## config.mk

```make
export PLATFORM = sky130hd
export DESIGN_NAME = video_scanline_filter
export DESIGN_NICKNAME = d
export VERILOG_FILES = /design/src/rtl/video_scanline_filter.sv
export SDC_FILE = /design/constraint.sdc
export NUM_CORES = 1
export LEC_CHECK = 0
export BUFFER_PORTS_ARGS = -buffer_cell sky130_fd_sc_hd__buf_2
export CAP_MARGIN = 20
export CORE_MARGIN = 10
export CORE_UTILIZATION = 30
export DETAILED_ROUTE_END_ITERATION = 8
export SLEW_MARGIN = 25
export SYNTH_ARGS = -nofsm -noshare
export SYNTH_HDL_FRONTEND = slang
export SYNTH_SLANG_ARGS = --single-unit
```

## constraint.sdc

```tcl
create_clock -name scaler_clock_i -period 7.75 [get_ports scaler_clock_i]
set_clock_uncertainty 0.1 [all_clocks]
set_input_delay 0.3875 -clock scaler_clock_i [delete_from_list [all_inputs] [get_ports scaler_clock_i]]
set_output_delay 0.3875 -clock scaler_clock_i [all_outputs]
set_load 0.03 [all_outputs]
```

## src/rtl/video_scanline_filter.sv

```systemverilog
// Scanline filter between a video scaler and its pixel source: requests pass through unchanged,
// returned pixels are darkened (or replaced) on selected rows and columns.
module video_scanline_filter #(
  parameter int unsigned CHUNK_BITS = 5,
  parameter int unsigned RED_BITS   = 5,
  parameter int unsigned GREEN_BITS = 6,
  parameter int unsigned BLUE_BITS  = 5,
  parameter int unsigned QUEUE_BITS = 2,
  localparam int unsigned BITS_PER_PIXEL = RED_BITS + GREEN_BITS + BLUE_BITS,
  localparam int unsigned REQUEST_BITS   = 11 + (11 - CHUNK_BITS)
) (
  input  logic                      scaler_clock_i,
  input  logic                      reset_ni,
  input  logic [1:0]                h_scanline_shift_i,
  input  logic [1:0]                v_scanline_shift_i,
  input  logic [1:0]                scanline_intensity_i,
  input  logic [BITS_PER_PIXEL-1:0] background_color_i,
  output logic                      downstream_request_fifo_read_enable_o,
  input  logic                      downstream_request_fifo_empty_i,
  input  logic [REQUEST_BITS-1:0]   downstream_request_fifo_read_data_i,
  output logic                      downstream_response_fifo_write_enable_o,
  input  logic                      downstream_response_fifo_full_i,
  output logic [BITS_PER_PIXEL-1:0] downstream_response_fifo_write_data_o,
  input  logic                      upstream_request_fifo_read_enable_i,
  output logic                      upstream_request_fifo_empty_o,
  output logic [REQUEST_BITS-1:0]   upstream_request_fifo_read_data_o,
  input  logic                      upstream_response_fifo_write_enable_i,
  output logic                      upstream_response_fifo_full_o,
  input  logic [BITS_PER_PIXEL-1:0] upstream_response_fifo_write_data_i
);

  localparam int unsigned Depth  = 1 << QUEUE_BITS;
  localparam int unsigned CntW   = QUEUE_BITS + 1;
  localparam int unsigned ChunkW = 11 - CHUNK_BITS;
  localparam int unsigned SumW   = CntW + 2;

  // Request side state
  logic                    rd_en_q, rd_en_d, rd_valid_q, ds_read;
  logic [REQUEST_BITS-1:0] req_mem_q [Depth];
  logic [REQUEST_BITS-1:0] out_mem_q [Depth];
  logic [QUEUE_BITS-1:0]   wr_ptr_q, req_rp_q, out_rp_q;
  logic [CntW-1:0]         req_cnt_q, req_cnt_d, out_cnt_q, out_cnt_d, max_cnt;
  logic [SumW-1:0]         committed;
  logic                    req_pop, out_pop;

  // Pixel side state
  logic [CHUNK_BITS-1:0]     pix_cnt_q;
  logic                      full_q, full_d, accept;
  logic [BITS_PER_PIXEL-1:0] sk_mem_q [2];
  logic                      sk_wp_q, sk_rp_q, sk_pop;
  logic [1:0]                sk_cnt_q, sk_cnt_d;

  logic [REQUEST_BITS-1:0]   out_head;
  logic [10:0]               row, column, h_mask, v_mask;
  logic                      scan;
  logic [RED_BITS-1:0]       red;
  logic [GREEN_BITS-1:0]     green;
  logic [BLUE_BITS-1:0]      blue;
  logic [BITS_PER_PIXEL-1:0] pix_out;

  // Reserve a slot for every read already issued or whose data is still arriving.
  always_comb begin
    max_cnt   = (req_cnt_q > out_cnt_q) ? req_cnt_q : out_cnt_q;
    committed = SumW'(max_cnt) + SumW'(rd_valid_q) + SumW'(rd_en_q) + SumW'(1);
    rd_en_d   = ~downstream_request_fifo_empty_i & (committed <= SumW'(Depth));
  end

  // The registered enable is qualified by the live empty flag so a stale decision never
  // pops an empty FIFO when back-to-back reads drain its last entry.
  assign ds_read = rd_en_q & ~downstream_request_fifo_empty_i;
  assign downstream_request_fifo_read_enable_o = ds_read;

  assign req_pop   = upstream_request_fifo_read_enable_i & (req_cnt_q != '0);
  assign accept    = upstream_response_fifo_write_enable_i & ~full_q;
  assign out_pop   = accept & (pix_cnt_q == '1);
  assign req_cnt_d = req_cnt_q + CntW'(rd_valid_q) - CntW'(req_pop);
  assign out_cnt_d = out_cnt_q + CntW'(rd_valid_q) - CntW'(out_pop);

  assign upstream_request_fifo_empty_o     = (req_cnt_q == '0);
  assign upstream_request_fifo_read_data_o = (req_cnt_q == '0) ? '0 : req_mem_q[req_rp_q];

  assign out_head = out_mem_q[out_rp_q];
  assign row      = out_head[REQUEST_BITS-1 -: 11];
  assign column   = {out_head[ChunkW-1:0], pix_cnt_q};
  assign {red, green, blue} = upstream_response_fifo_write_data_i;

  always_comb begin
    h_mask  = (11'd1 << h_scanline_shift_i) - 11'd1;
    v_mask  = (11'd1 << v_scanline_shift_i) - 11'd1;
    scan    = ((h_scanline_shift_i != 2'd0) && ((column & h_mask) == h_mask)) ||
              ((v_scanline_shift_i != 2'd0) && ((row & v_mask) == v_mask));
    pix_out = upstream_response_fifo_write_data_i;
    if (scan) begin
      case (scanline_intensity_i)
        2'd0:    pix_out = {red - (red >> 2), green - (green >> 2), blue - (blue >> 2)};
        2'd1:    pix_out = {red >> 1, green >> 1, blue >> 1};
        2'd2:    pix_out = {red >> 2, green >> 2, blue >> 2};
        default: pix_out = background_color_i;
      endcase
    end
  end

  assign sk_pop   = (sk_cnt_q != 2'd0) & ~downstream_response_fifo_full_i;
  assign sk_cnt_d = sk_cnt_q + 2'(accept) - 2'(sk_pop);
  assign full_d   = (sk_cnt_d == 2'd2) | (out_cnt_d == '0);

  assign downstream_response_fifo_write_enable_o = sk_pop;
  assign downstream_response_fifo_write_data_o   =
      (sk_cnt_q != 2'd0) ? sk_mem_q[sk_rp_q] : '0;
  assign upstream_response_fifo_full_o = full_q;

  // Storage arrays carry no reset; every read of them is gated by its count.
  always_ff @(posedge scaler_clock_i) begin
    if (rd_valid_q) begin
      req_mem_q[wr_ptr_q] <= downstream_request_fifo_read_data_i;
      out_mem_q[wr_ptr_q] <= downstream_request_fifo_read_data_i;
    end
    if (accept) begin
      sk_mem_q[sk_wp_q] <= pix_out;
    end
  end

  always_ff @(posedge scaler_clock_i or negedge reset_ni) begin
    if (!reset_ni) begin
      rd_en_q    <= 1'b0;
      rd_valid_q <= 1'b0;
      wr_ptr_q   <= '0;
      req_rp_q   <= '0;
      out_rp_q   <= '0;
      req_cnt_q  <= '0;
      out_cnt_q  <= '0;
      pix_cnt_q  <= '0;
      full_q     <= 1'b1;
      sk_wp_q    <= 1'b0;
      sk_rp_q    <= 1'b0;
      sk_cnt_q   <= 2'd0;
    end else begin
      rd_en_q    <= rd_en_d;
      rd_valid_q <= ds_read;
      req_cnt_q  <= req_cnt_d;
      out_cnt_q  <= out_cnt_d;
      sk_cnt_q   <= sk_cnt_d;
      full_q     <= full_d;
      if (rd_valid_q) wr_ptr_q <= wr_ptr_q + 1'b1;
      if (req_pop)    req_rp_q <= req_rp_q + 1'b1;
      if (out_pop)    out_rp_q <= out_rp_q + 1'b1;
      if (accept) begin
        pix_cnt_q <= pix_cnt_q + CHUNK_BITS'(1);
        sk_wp_q   <= ~sk_wp_q;
      end
      if (sk_pop)     sk_rp_q  <= ~sk_rp_q;
    end
  end

endmodule

```

# After elaboration in Yosys (flattened, before gate mapping)
# Memory sizes are Yosys's and may differ from the RTL's.
# Index checks and enable logic that the tools add are counted.
[classes] order_cmp=2 mux=9 n_bitwise=14 n_mul=0 div=0 n_shift=2 n_reduce_logical=10 n_addsub=18 eq_ne=6
[op_table] operator="16-bit case mux with 3 select lines" count=1
[op_table] operator="16-bit 2-to-1 mux" count=2
[op_table] operator="11-bit bitwise AND" count=2
[op_table] operator="11-bit equality test" count=2
[op_table] operator="1-bit by 2-bit << shifter with 11-bit output (first input constant)" count=2
[op_table] operator="11-bit by 1-bit subtractor with 11-bit output (second input constant)" count=2
[op_table] operator="17-bit 2-to-1 mux" count=1
[op_table] operator="5-bit by 1-bit adder with 5-bit output (second input constant)" count=2
[op_table] operator="5-bit by 3-bit subtractor with 5-bit output" count=2
[op_table] operator="2-bit by 1-bit adder with 2-bit output (second input constant)" count=3
[op_table] operator="3-bit by 1-bit adder with 3-bit output" count=2
[op_table] operator="1-bit bitwise AND" count=6
[op_table] operator="3-bit zero test" count=2
[op_table] operator="2-bit nonzero test" count=3
[op_table] operator="3-bit by 1-bit subtractor with 3-bit output" count=2
[op_table] operator="6-bit by 4-bit subtractor with 6-bit output" count=1
[op_table] operator="4-bit by 1-bit adder with 5-bit output" count=1
[op_table] operator="5-bit equality test (second input constant)" count=1
[op_table] operator="5-bit by 3-bit <= comparator with 1-bit output (second input constant)" count=1
[op_table] operator="1-bit NOT" count=5
[op_table] operator="3-bit by 1-bit adder with 4-bit output" count=1
[op_table] operator="2-bit equality test (second input constant)" count=2
[op_table] operator="1-bit 2-to-1 mux" count=4
[op_table] operator="3-bit > comparator" count=1
[op_table] operator="other kinds (9)" count=10
[totals] wordCells=76 ramBits=168 latch_bits=0 memories=3 reg_bits=24 inputBits=61 out_inout_bits=37 mem_bits_ro=0
[memory_table] name="out_mem_q" words=4 width=17 read_ports=1 rd_ports_with_merged_regs=0 write_ports=1 line_no="40" rtl="logic [REQUEST_BITS-1:0] out_mem_q [Depth];"
[memory_table] name="req_mem_q" words=4 width=17 read_ports=1 rd_ports_with_merged_regs=0 write_ports=1 line_no="39" rtl="logic [REQUEST_BITS-1:0] req_mem_q [Depth];"
[memory_table] name="sk_mem_q" words=2 width=16 read_ports=1 rd_ports_with_merged_regs=0 write_ports=1 line_no="49" rtl="logic [BITS_PER_PIXEL-1:0] sk_mem_q [2];"

# Depth between registers and ports, before layout
# Gate-level depths: netlist (run 1).
[depth] depth_word=7 mapped_depth=14 mapped_depth_nobuf=14

# Worst setup path before layout (run 1)
# No wires, ideal clock.
[synth_timing] path_kind="register to register" from="register out_cnt_q[1]" to="register rd_en_q" path_buffers=0 stages_incl_launch_ff=14 required_ps=7556 period_less_slack_ps=2765 setup_time_ps=94 slack_ps=4985 arrival_time_ps=2571 cell_sequence="dfrtp_1 inv_1 ha_1 a21o_1 a21oi_1 a31oi_1 mux2i_1 ha_1 inv_1 ha_1 inv_1 fa_1 xor2_1 a211oi_1"
[synth_between] elab_chain_cells=7
[synth_lines] element="from (decl)" line_no="42" rtl="logic [CntW-1:0] req_cnt_q, req_cnt_d, out_cnt_q, out_cnt_d, max_cnt;"
[synth_lines] element="from (signal assigned)" line_no="141" rtl="out_cnt_q <= out_cnt_d;"
[synth_lines] element="3-bit > comparator" line_no="63" rtl="max_cnt = (req_cnt_q > out_cnt_q) ? req_cnt_q : out_cnt_q;"
[synth_lines] element="3-bit 2-to-1 mux *" line_no="63"
[synth_lines] element="3-bit by 1-bit adder with 4-bit output *" line_no="64" rtl="committed = SumW'(max_cnt) + SumW'(rd_valid_q) + SumW'(rd_en_q) + SumW'(1);"
[synth_lines] element="4-bit by 1-bit adder with 5-bit output *" line_no="64"
[synth_lines] element="5-bit by 1-bit adder with 5-bit output *" line_no="64"
[synth_lines] element="5-bit by 3-bit <= comparator with 1-bit output *" line_no="65" rtl="rd_en_d = ~downstream_request_fifo_empty_i & (committed <= SumW'(Depth));"
[synth_lines] element="1-bit bitwise AND *" line_no="65"
[synth_lines] element="via rd_en_d" line_no="38" rtl="logic rd_en_q, rd_en_d, rd_valid_q, ds_read;"
[synth_lines] element="to (signal assigned)" line_no="138" rtl="rd_en_q <= rd_en_d;"
[synth_lines] element="to (decl)" line_no="38"
# Mark *: on every way through the listed nets, which the timed path passes. The rest lies on a longest branch.
# A chain may end at the register's enable or synchronous reset.

# Worst setup path in the final report (run 1)
# Ends and elaborated chain as after synthesis.

==> results.yml, run 1 <==
sta:
  setup_tns_ns: 0
  setup_viol: 0
  rsz0062_at_grt: "no"
  hold_violations: 0
  drv_slew: 0
  tightest_slew_ns: 0.991
  slew_headroom_pct: 33.9
  timing.final.crit_share_pct: 38.3
  period_needed_ns: 2.97
  fmax_mhz: 337
cts:
  clk_path_buf_depth: 2
  cts_tree: "built"
  cts.clk_slew.worst_paths_ns: 0.06
  cts_buffers: 17
  cts.sinks: 124
  cts_resized: 0
  h-tree-depth: 4
  postCtsSetupBuffers: 0
  cts_root_buf: "clkbuf_16"
  insertion_delay_ns: 0.41
setup_path:
  end_kind: "flop"
  crit_end: "rd_en_q$_DFF_PN0_"
  r2r_cells: 13
  worstPathArrival_ns: 3.19
  rr_startpoint: "out_cnt_q[1]$_DFF_PN0_"
  cpPeakStageDelay_ns: 0.43
  worstPathCellList: "inv_1 > ha_1 > a21o_1 > a21oi_1 > a31oi_1 > mux2i_1 > ha_1 > inv_1 > ha_1 > inv_1 > fa_1 > xor2_1 > a211oi_1"
  crit_cells: 13
  worst-r2r-setup-slack_ns: 4.78
  startpoint: "out_cnt_q[1]$_DFF_PN0_"
  worstSetupStartpointType: "flop"
  crit_buf_inv: 3
  cp_slowest_cell: "dfrtp_1"
  r2r-end: "rd_en_q$_DFF_PN0_"
  worstSetupPathType: "reg -> reg"
  worstPathRequired_ns: 7.97
  critical_path.max_fanout: 4
  path_delay_family: "adder cells"
yosys:
  synth_cell_types: 44
  synth_edf_count: 100
  syn_avg_cell_area_um2: 14.4
  async_reset_ff_share_pct: 19.4
  synth.yosys.seq_area_share_pct: 56.3
  synthesis.area_mm2: 0.00640
  synth_cells: 444
  synth_warnings: 0
  synthFlopType: "edfxtp_1"
  ys_ff_latch: 124
  synth_nets: 542
final_layout:
  nFillCells: 1988
  ff_latch_area_mm2: 0.00360
  nets: 647
  drive_gt1_share_pct: 32.4
  fin_area_mm2: 0.00783
  multiInputGateArea_mm2: 0.00257
  syn2layout_area_growth_pct: 22.3
  fin_util_pct: 37.2
place:
  dp_hpwl_mm: 10.5
  io_buffers: 97
  place.gp.congestion: 0.866
  place_area_mm2: 0.00719
global_route:
  grt_max_degree: 25
  grt_pass1_vias: 4360
  overflow: 0
  grt_pass1_wl_mm: 23.5
  track_usage_pct: 10.6
  antenna_found_initial: 0
floorplan:
  boundaryPins: 98
  rows: 53
  initial_utilization_pct: 30.4
  die_area_mm2: 0.0276
  core_area_mm2: 0.0210
  die_h_um: 166
  fp.dieW_um: 166
drt:
  wl_per_cell_um: 17.2
  drt-initial-drc-count: 215
  drt_first_pass_iters: 5
  vias: 4001
  wl_mm: 14.4
  drtAntennaViolNets: 0
  vias_per_cell: 4.77
  drcViolationCount: 0
hold_path:
  hold_depth: 2
  hold_path_class: "in -> reg"
job:
  drv_cap: 0
power:
  vdd_drop_max_mv: 0.138
  power.density_mw_per_mm2: 391
  p_leak_uw: 0.00316
status:
  status: "completed"
[registers in the layout (all words and copies together) (netlist names)]
register / cells
req_mem_q: 68
sk_mem_q: 32
pix_cnt_q: 5
out_cnt_q: 3
req_cnt_q: 3
out_rp_q: 2
req_rp_q: 2
sk_cnt_q: 2
wr_ptr_q: 2
rd_en_q: 1
rd_valid_q: 1
sk_rp_q: 1
sk_wp_q: 1
upstream_response_fifo_full_o: 1
[cells in the final DEF (no fill, tap or decap), types with 4 or more instances in the layout]
| cell type | instances |
|---|---|
| edfxtp_1 | 100 |
| buf_2 | 97 |
| inv_1 | 39 |
| ha_1 | 31 |
| mux4_2 | 29 |
| nor2_1 | 27 |
| nor2b_1 | 24 |
| dfrtp_1 | 23 |
| mux2i_1 | 19 |
| clkbuf_16 | 17 |
| xnor2_1 | 14 |
| nand2_1 | 14 |
| xor2_1 | 9 |
| a21oi_1 | 8 |
| o21ai_0 | 8 |
| nand3_1 | 8 |
| mux2_4 | 8 |
| fa_1 | 6 |
| and2_1 | 5 |
| nand4_1 | 5 |
| mux2_2 | 5 |
| and3_1 | 5 |
| clkinv_4 | 5 |
| buf_4 | 5 |
| a21o_1 | 4 |
| o211ai_1 | 4 |
| nand2b_1 | 4 |
| bufinv_16 | 4 |
[repair_timing]
action,4_1_cts,5_1_grt
endpoints found under the setup margin,0,0
hold buffers,1,0
endpoints found under the hold margin,23,0
[report_power, final]
group	switching (µW)	internal, µW
Clock	292	539
Sequential	142	885
Combinational	703	499
Total	1140	1920
[worst reg2reg max path, cell delays in order, from the launching register on]
cell and delay (ns):
dfrtp_1 0.43, inv_1 0.06, ha_1 0.30, a21o_1 0.11, a21oi_1 0.08, a31oi_1 0.27, mux2i_1 0.25, ha_1 0.25
inv_1 0.06, ha_1 0.15, inv_1 0.05, fa_1 0.37, xor2_1 0.17, a211oi_1 0.23
[how the worst min path moves through the flow]
stage                                         start  slack (ns)                     end
floorplan                                  reset_ni      -0.008  out_cnt_q[0]$_DFF_PN0_
global placement                           reset_ni        0.31    rd_valid_q$_DFF_PN0_
detailed placement                         reset_ni        0.32    rd_valid_q$_DFF_PN0_
CTS                 downstream_request_fifo_empty_i        0.03       rd_en_q$_DFF_PN0_
global route        downstream_request_fifo_empty_i        0.04       rd_en_q$_DFF_PN0_
finish              downstream_request_fifo_empty_i        0.05       rd_en_q$_DFF_PN0_
[cell families (layout without fill, tap and decap cells)]
| logic type | Yosys count | after routing | share of synthesized area [%] |
|---|---|---|---|
| XOR/XNOR | 23 | 23 | 3.15 |
| AND/OR/NAND/NOR | 98 | 98 | 7.82 |
| adder cells (fa/ha/maj) | 37 | 37 | 7.94 |
| AO/OA/AOI/OAI | 44 | 44 | 4.79 |
| flip-flops | 124 | 124 | 56.3 |
| buffers and inverters | 56 | 174 | 3.60 |
| other | 0 | 1 | 0 |
| multiplexers | 62 | 62 | 16.4 |
[Yosys cell counts, types with 3 or more instances]
cell type,n,area (µm²)
mux2_2,5,56.3
nor2_1,27,101
buf_2,4,20.0
xnor2_1,14,123
edfxtp_1,100,3000
nand3_1,8,40.0
mux2i_1,19,190
nand4_1,5,31.3
o41ai_1,3,26.3
dfrtp_1,23,576
o211ai_1,4,30.0
nand2_1,14,52.6
fa_1,6,120
xor2_1,9,78.8
a21oi_1,8,40.0
mux4_2,29,653
a221oi_1,3,26.3
clkbuf_1,9,33.8
o21ai_0,8,40.0
a22o_1,4,35.0
mux2_4,8,120
nor2b_1,24,150
and3_1,5,31.3
inv_1,39,146
ha_1,31,388
and2_1,6,37.5
nand2b_1,4,25.0
a21o_1,4,30.0
[per-layer routing]
metal	vias up	GRT usage, %	share of wire, %
met2	122	16.9	48
met1	1999	13.1	44
met4	0	2.93	0.81
met3	13	3.95	6.8
li1	1867	-	-
met5	-	0	0
[through the flow]
stage	hold WS, ns	cells	worst slack, ns	total power [µW]
4_1_cts	0.0280	837	4.75	3110
3_3_place_gp	0.311	804	4.46	2220
2_1_floorplan	-0.00809	444	4.99	1910
5_1_grt	0.0397	837	4.54	3270
3_5_place_dp	0.324	804	4.74	2270
6_report	0.0483	838	4.78	3060
[area by class of cell]
class	count	share of cell area (%)
Antenna cell	1	0.0320
Inverter	39	1.87
Sequential cell	124	46.1
Clock inverter	14	2.49
Tap cell	275	4.40
Timing Repair Buffer	103	6.81
Multi-Input combinational cell	264	32.8
Clock buffer	18	5.48
Power figures use the tool's default switching activity.
==> run 2, diff against run 1 <==
Clock period 7.75 ns to 2.81 ns, I/O delays scaled along.
==> results.yml, run 2 (same netlist as run 1, synthesis figures left out) <==
place:
  place.gp.congestion: 0.876
  pre_cts_ws_ns: -0.0368
  dp_hpwl_mm: 10.6
  io_buffers: 97
final_layout:
  drive_gt1_share_pct: 35.5
  ff_latch_area_mm2: 0.00360
  largest_reg_flops: 68
  multiInputGateArea_mm2: 0.00264
  layout_common_cells: "edfxtp_1, buf_2, inv_1, mux4_2, ha_1"
  regMostFlops: "req_mem_q"
  reg.largest.list: "req_mem_q x68, sk_mem_q x32, pix_cnt_q x5"
  final_common_cell: "edfxtp_1"
  nets: 687
  syn2layout_area_growth_pct: 28.5
  n_antenna_cell: 0
  nFillCells: 1952
sta:
  slew_headroom_pct: 48.9
  rsz0062_at_grt: "yes"
  fmax_mhz: 362
  hold_violations: 0
  timing.final.crit_share_pct: 98.3
  setup_viol: 0
  fin_ws_ns: 0.0477
  tightest_slew_ns: 0.767
  drv_slew: 0
  period_needed_ns: 2.76
drt:
  drcViolationCount: 0
  vias: 4199
  drtAntennaViolNets: 0
  drt-initial-drc-count: 177
  wl_per_cell_um: 16.6
  vias_per_cell: 4.79
  drt_first_pass_iters: 4
  wl_mm: 14.5
cts:
  cts.clk_slew.worst_paths_ns: 0.06
  clk_path_buf_depth: 2
  cts_tree: "built"
  h-tree-depth: 4
  insertion_delay_ns: 0.41
  cts_root_buf: "clkbuf_16"
  cts_buffers: 17
  cts.sinks: 124
power:
  p_int_uw: 5410
  p_seq_share_pct: 30.7
  pwr-share-clk_pct: 24.7
  vdd_drop_max_mv: 0.371
  p_switching_uw: 3310
  p_leak_uw: 0.00334
  finalPower_uw: 8720
  power.density_mw_per_mm2: 1060
  p_sw_share_pct: 38.0
  power_frac_comb_pct: 44.6
floorplan:
  fp.dieW_um: 166
  rows: 53
  boundaryPins: 98
  die_h_um: 166
  core_area_mm2: 0.0210
  initial_utilization_pct: 30.4
  die_area_mm2: 0.0276
global_route:
  antenna_found_initial: 0
  grt_pass1_wl_mm: 24.0
  grt_max_degree: 25
  grt_pass1_vias: 4678
  overflow: 0
  track_usage_pct: 10.6
setup_path:
  worstPathRequired_ns: 3.03
  worstPathArrival_ns: 2.98
  end_kind: "flop"
  worstSetupPathType: "reg -> reg"
  critical_path.max_fanout: 3
  worst-r2r-setup-slack_ns: 0.05
  worstSetupStartpointType: "flop"
hold_path:
  hold_path_class: "in -> reg"
status:
  status: "completed"
job:
  drv_cap: 0
## run 2: worst paths after layout
path                                                         startpoint                         to  cells after the start
worst max-delay path                             out_cnt_q[2]$_DFF_PN0_          rd_en_q$_DFF_PN0_                     12
worst min-delay path            upstream_response_fifo_write_data_i[13]  sk_mem_q[0][13]$_DFFE_PP_                      2
worst max register to register                   out_cnt_q[2]$_DFF_PN0_          rd_en_q$_DFF_PN0_                     12
worst min register to register                      sk_wp_q$_DFFE_PN0P_        sk_wp_q$_DFFE_PN0P_                      1
max in group asynchronous                                      reset_ni        sk_wp_q$_DFFE_PN0P_                      2
min in group asynchronous                                      reset_ni       rd_valid_q$_DFF_PN0_                      2
## run 2: final cells by class
type / instances / area share (%)
clock buffer: 18 / 5.22
clock inverter: 14 / 1.96
inverter: 39 / 1.78
multi-input combinational: 264 / 32.0
sequential: 124 / 43.8
tap: 275 / 4.19
timing repair buffer: 143 / 11.0
## run 2: what timing repair did
item | in CTS | in global routing
buffers inserted | 1 | 5
hold buffers | 23 | 0
endpoints found under the hold margin | 101 | 0
resized for setup | 2 | 15
endpoints found under the setup margin | 1 | 2
pin swaps | 0 | 7
## run 2: metal layers
metal,part of all wire [%],track usage [%]
met4,1.5,3.24
met5,0,0
met1,43,12.4
met2,49,17.7
met3,6.7,3.72
## run 2: power by group through the flow
stage          sequential (µW)  clock, µW  combinational (µW)
3_5_place_dp              2710          0                3670
5_1_grt                   2720       2280                4250
4_1_cts                   2670       2210                3760
3_3_place_gp              2690          0                3550
2_1_floorplan             2640          0                2630
6_report                  2670       2160                3890
## run 2: critical path, stage by stage, from the launching register on
cell	delay, ns
dfrtp_1	0.41
inv_1	0.06
ha_1	0.32
a21oi_2	0.08
a31oi_2	0.19
mux2i_1	0.22
ha_1	0.25
inv_2	0.07
ha_4	0.13
inv_2	0.03
fa_1	0.48
nand2b_1	0.08
a211oi_2	0.24
## run 2: through the flow
step                      setup TNS [ns]  util (%)  area, µm²  hold WS, ns  std cells
after floorplan                        0         -       6400       -0.255        444
after global placement                 0      34.7       7290       0.0594        816
after detailed placement         -0.0368      34.7       7290       0.0687        816
after CTS                              0      38.7       8130     0.000597        872
after global routing              -0.125      39.1       8220       0.0177        877
final                                  0      39.1       8220       0.0184        877
==> run 3, diff against run 2 <==
Settings changed: CELL_PAD_IN_SITES_DETAIL_PLACEMENT set to 1, CELL_PAD_IN_SITES_GLOBAL_PLACEMENT set to 1, PLACE_DENSITY_LB_ADDON set to 0.1, SETUP_SLACK_MARGIN set to 0.02.
==> results.yml, run 3 (same netlist as run 1, synthesis figures left out) <==
status:
  status: "completed"
drt:
  drt-met1-wl_mm: 6.98
  vias_per_cell: 4.70
  drcViolationCount: 0
  drt_first_pass_iters: 4
  highest_layer: "met4"
  drt-initial-drc-count: 139
  vias: 4157
  wl_met2_mm: 8.10
  drtAntennaViolNets: 0
  wl_per_cell_um: 18.0
  wl_mm: 16.0
  wl_met3_um: 684
sta:
  tightest_slew_ns: 0.586
  hold_ws_ns: 0.0271
  hold_violations: 0
  slew_headroom_pct: 60.9
  period_needed_ns: 2.80
  drv_slew: 0
  rsz0062_at_grt: "yes"
  timing.final.crit_share_pct: 99.8
  fmax_mhz: 357
  setup_viol: 0
setup_path:
  worstPathArrival_ns: 3.02
  worstSetupStartpointType: "flop"
  crit_buf_inv: 2
  cp_slowest_cell: "fa_2"
  worstSetupPathType: "reg -> reg"
  worst-r2r-setup-slack_ns: 0.007
  cpPeakStageDelay_ns: 0.51
  worstPathCellList: "ha_4 > a21o_1 > a21oi_2 > a31oi_2 > mux2i_1 > ha_1 > inv_1 > ha_2 > inv_2 > fa_2 > nand2b_1 > a211oi_2"
  critical_path.max_fanout: 2
  path_delay_family: "adder cells"
  end_kind: "flop"
  worstPathRequired_ns: 3.03
place:
  place.gp.congestion: 0.799
  place_area_mm2: 0.00730
  dp_hpwl_mm: 11.5
  io_buffers: 97
final_layout:
  reg.largest.list: "req_mem_q x68, sk_mem_q x32, pix_cnt_q x5"
  syn2layout_area_growth_pct: 30.1
  layout_common_cells: "edfxtp_1, buf_2, inv_1, buf_4, mux4_2"
  nets: 695
  regMostFlops: "req_mem_q"
  fin_area_mm2: 0.00832
  largest_reg_flops: 68
  n_antenna_cell: 0
  drive_gt1_share_pct: 35.7
  final_common_cell: "edfxtp_1"
hold_path:
  hold_path_class: "in -> reg"
cts:
  cts_root_buf: "clkbuf_16"
  cts.sinks: 124
  clk_path_buf_depth: 2
  cts_tree: "built"
  insertion_delay_ns: 0.41
  cts_buffers: 17
  cts.clk_slew.worst_paths_ns: 0.06
  h-tree-depth: 4
global_route:
  antenna_found_initial: 0
  grt_max_degree: 25
  grt_pass1_wl_mm: 25.8
  overflow: 0
  track_usage_pct: 11.8
  grt_pass1_vias: 4767
power:
  power.density_mw_per_mm2: 1080
  vdd_drop_max_mv: 0.342
  p_leak_uw: 0.00340
floorplan:
  rows: 53
  die_area_mm2: 0.0276
  boundaryPins: 98
  initial_utilization_pct: 30.4
  die_h_um: 166
  fp.dieW_um: 166
  core_area_mm2: 0.0210
job:
  drv_cap: 0
## run 3: what timing repair did
| item | 4_1_cts | 5_1_grt |
|---|---|---|
| hold buffers | 23 | 0 |
| endpoints found under the setup margin | 2 | 2 |
| resized for setup | 7 | 10 |
| pin swaps | 7 | 8 |
| setup buffers | 6 | 6 |
| endpoints found under the hold margin | 100 | 0 |
## run 3: per-layer routing
| metal | track usage (%) | vias to the layer above |
|---|---|---|
| met5 | 0 | - |
| met2 | 20.3 | 87 |
| met4 | 4.04 | 0 |
| met1 | 13.6 | 2091 |
| met3 | 3.36 | 18 |
| li1 | - | 1961 |
## run 3: layout make-up
class / instances / area, µm²
clock buffer: 18 / 429
timing repair buffer: 151 / 961
clock inverter: 14 / 200
inverter: 39 / 146
tap: 275 / 344
sequential: 124 / 3600
multi-input combinational: 264 / 2640
fill: 2187 / 12700
## run 3: per-stage QoR
| step | util [%] | instances | power [µW] | setup slack (ns) | TNS [ns] |
|---|---|---|---|---|---|
| after floorplan | - | 444 | 5260 | 0.0454 | 0 |
| after global placement | 34.7 | 818 | 6370 | 0.0345 | 0 |
| after detailed placement | 34.7 | 818 | 6450 | -0.135 | -0.135 |
| after CTS | 39.2 | 879 | 9010 | -0.0157 | -0.0157 |
| after global routing | 39.6 | 885 | 9650 | -0.128 | -0.152 |
| final | 39.6 | 885 | 9030 | 0.00668 | 0 |
## run 3: final timing paths
path | start | to | cells past startpoint
max reg2reg | req_cnt_q[1]$_DFF_PN0_ | rd_en_q$_DFF_PN0_ | 12
max | req_cnt_q[1]$_DFF_PN0_ | rd_en_q$_DFF_PN0_ | 12
min | upstream_response_fifo_write_data_i[12] | sk_mem_q[0][12]$_DFFE_PP_ | 2
max in group asynchronous | reset_ni | wr_ptr_q[1]$_DFFE_PN0P_ | 2
min reg2reg | sk_wp_q$_DFFE_PN0P_ | sk_wp_q$_DFFE_PN0P_ | 1
min in group asynchronous | reset_ni | rd_en_q$_DFF_PN0_ | 2
## run 3: power by group
group          internal, µW  switching [µW]  total (µW)
combinational          1750            2290        4040
clock                  1560             770        2330
sequential             2440             224        2670
total                  5750            3280        9030
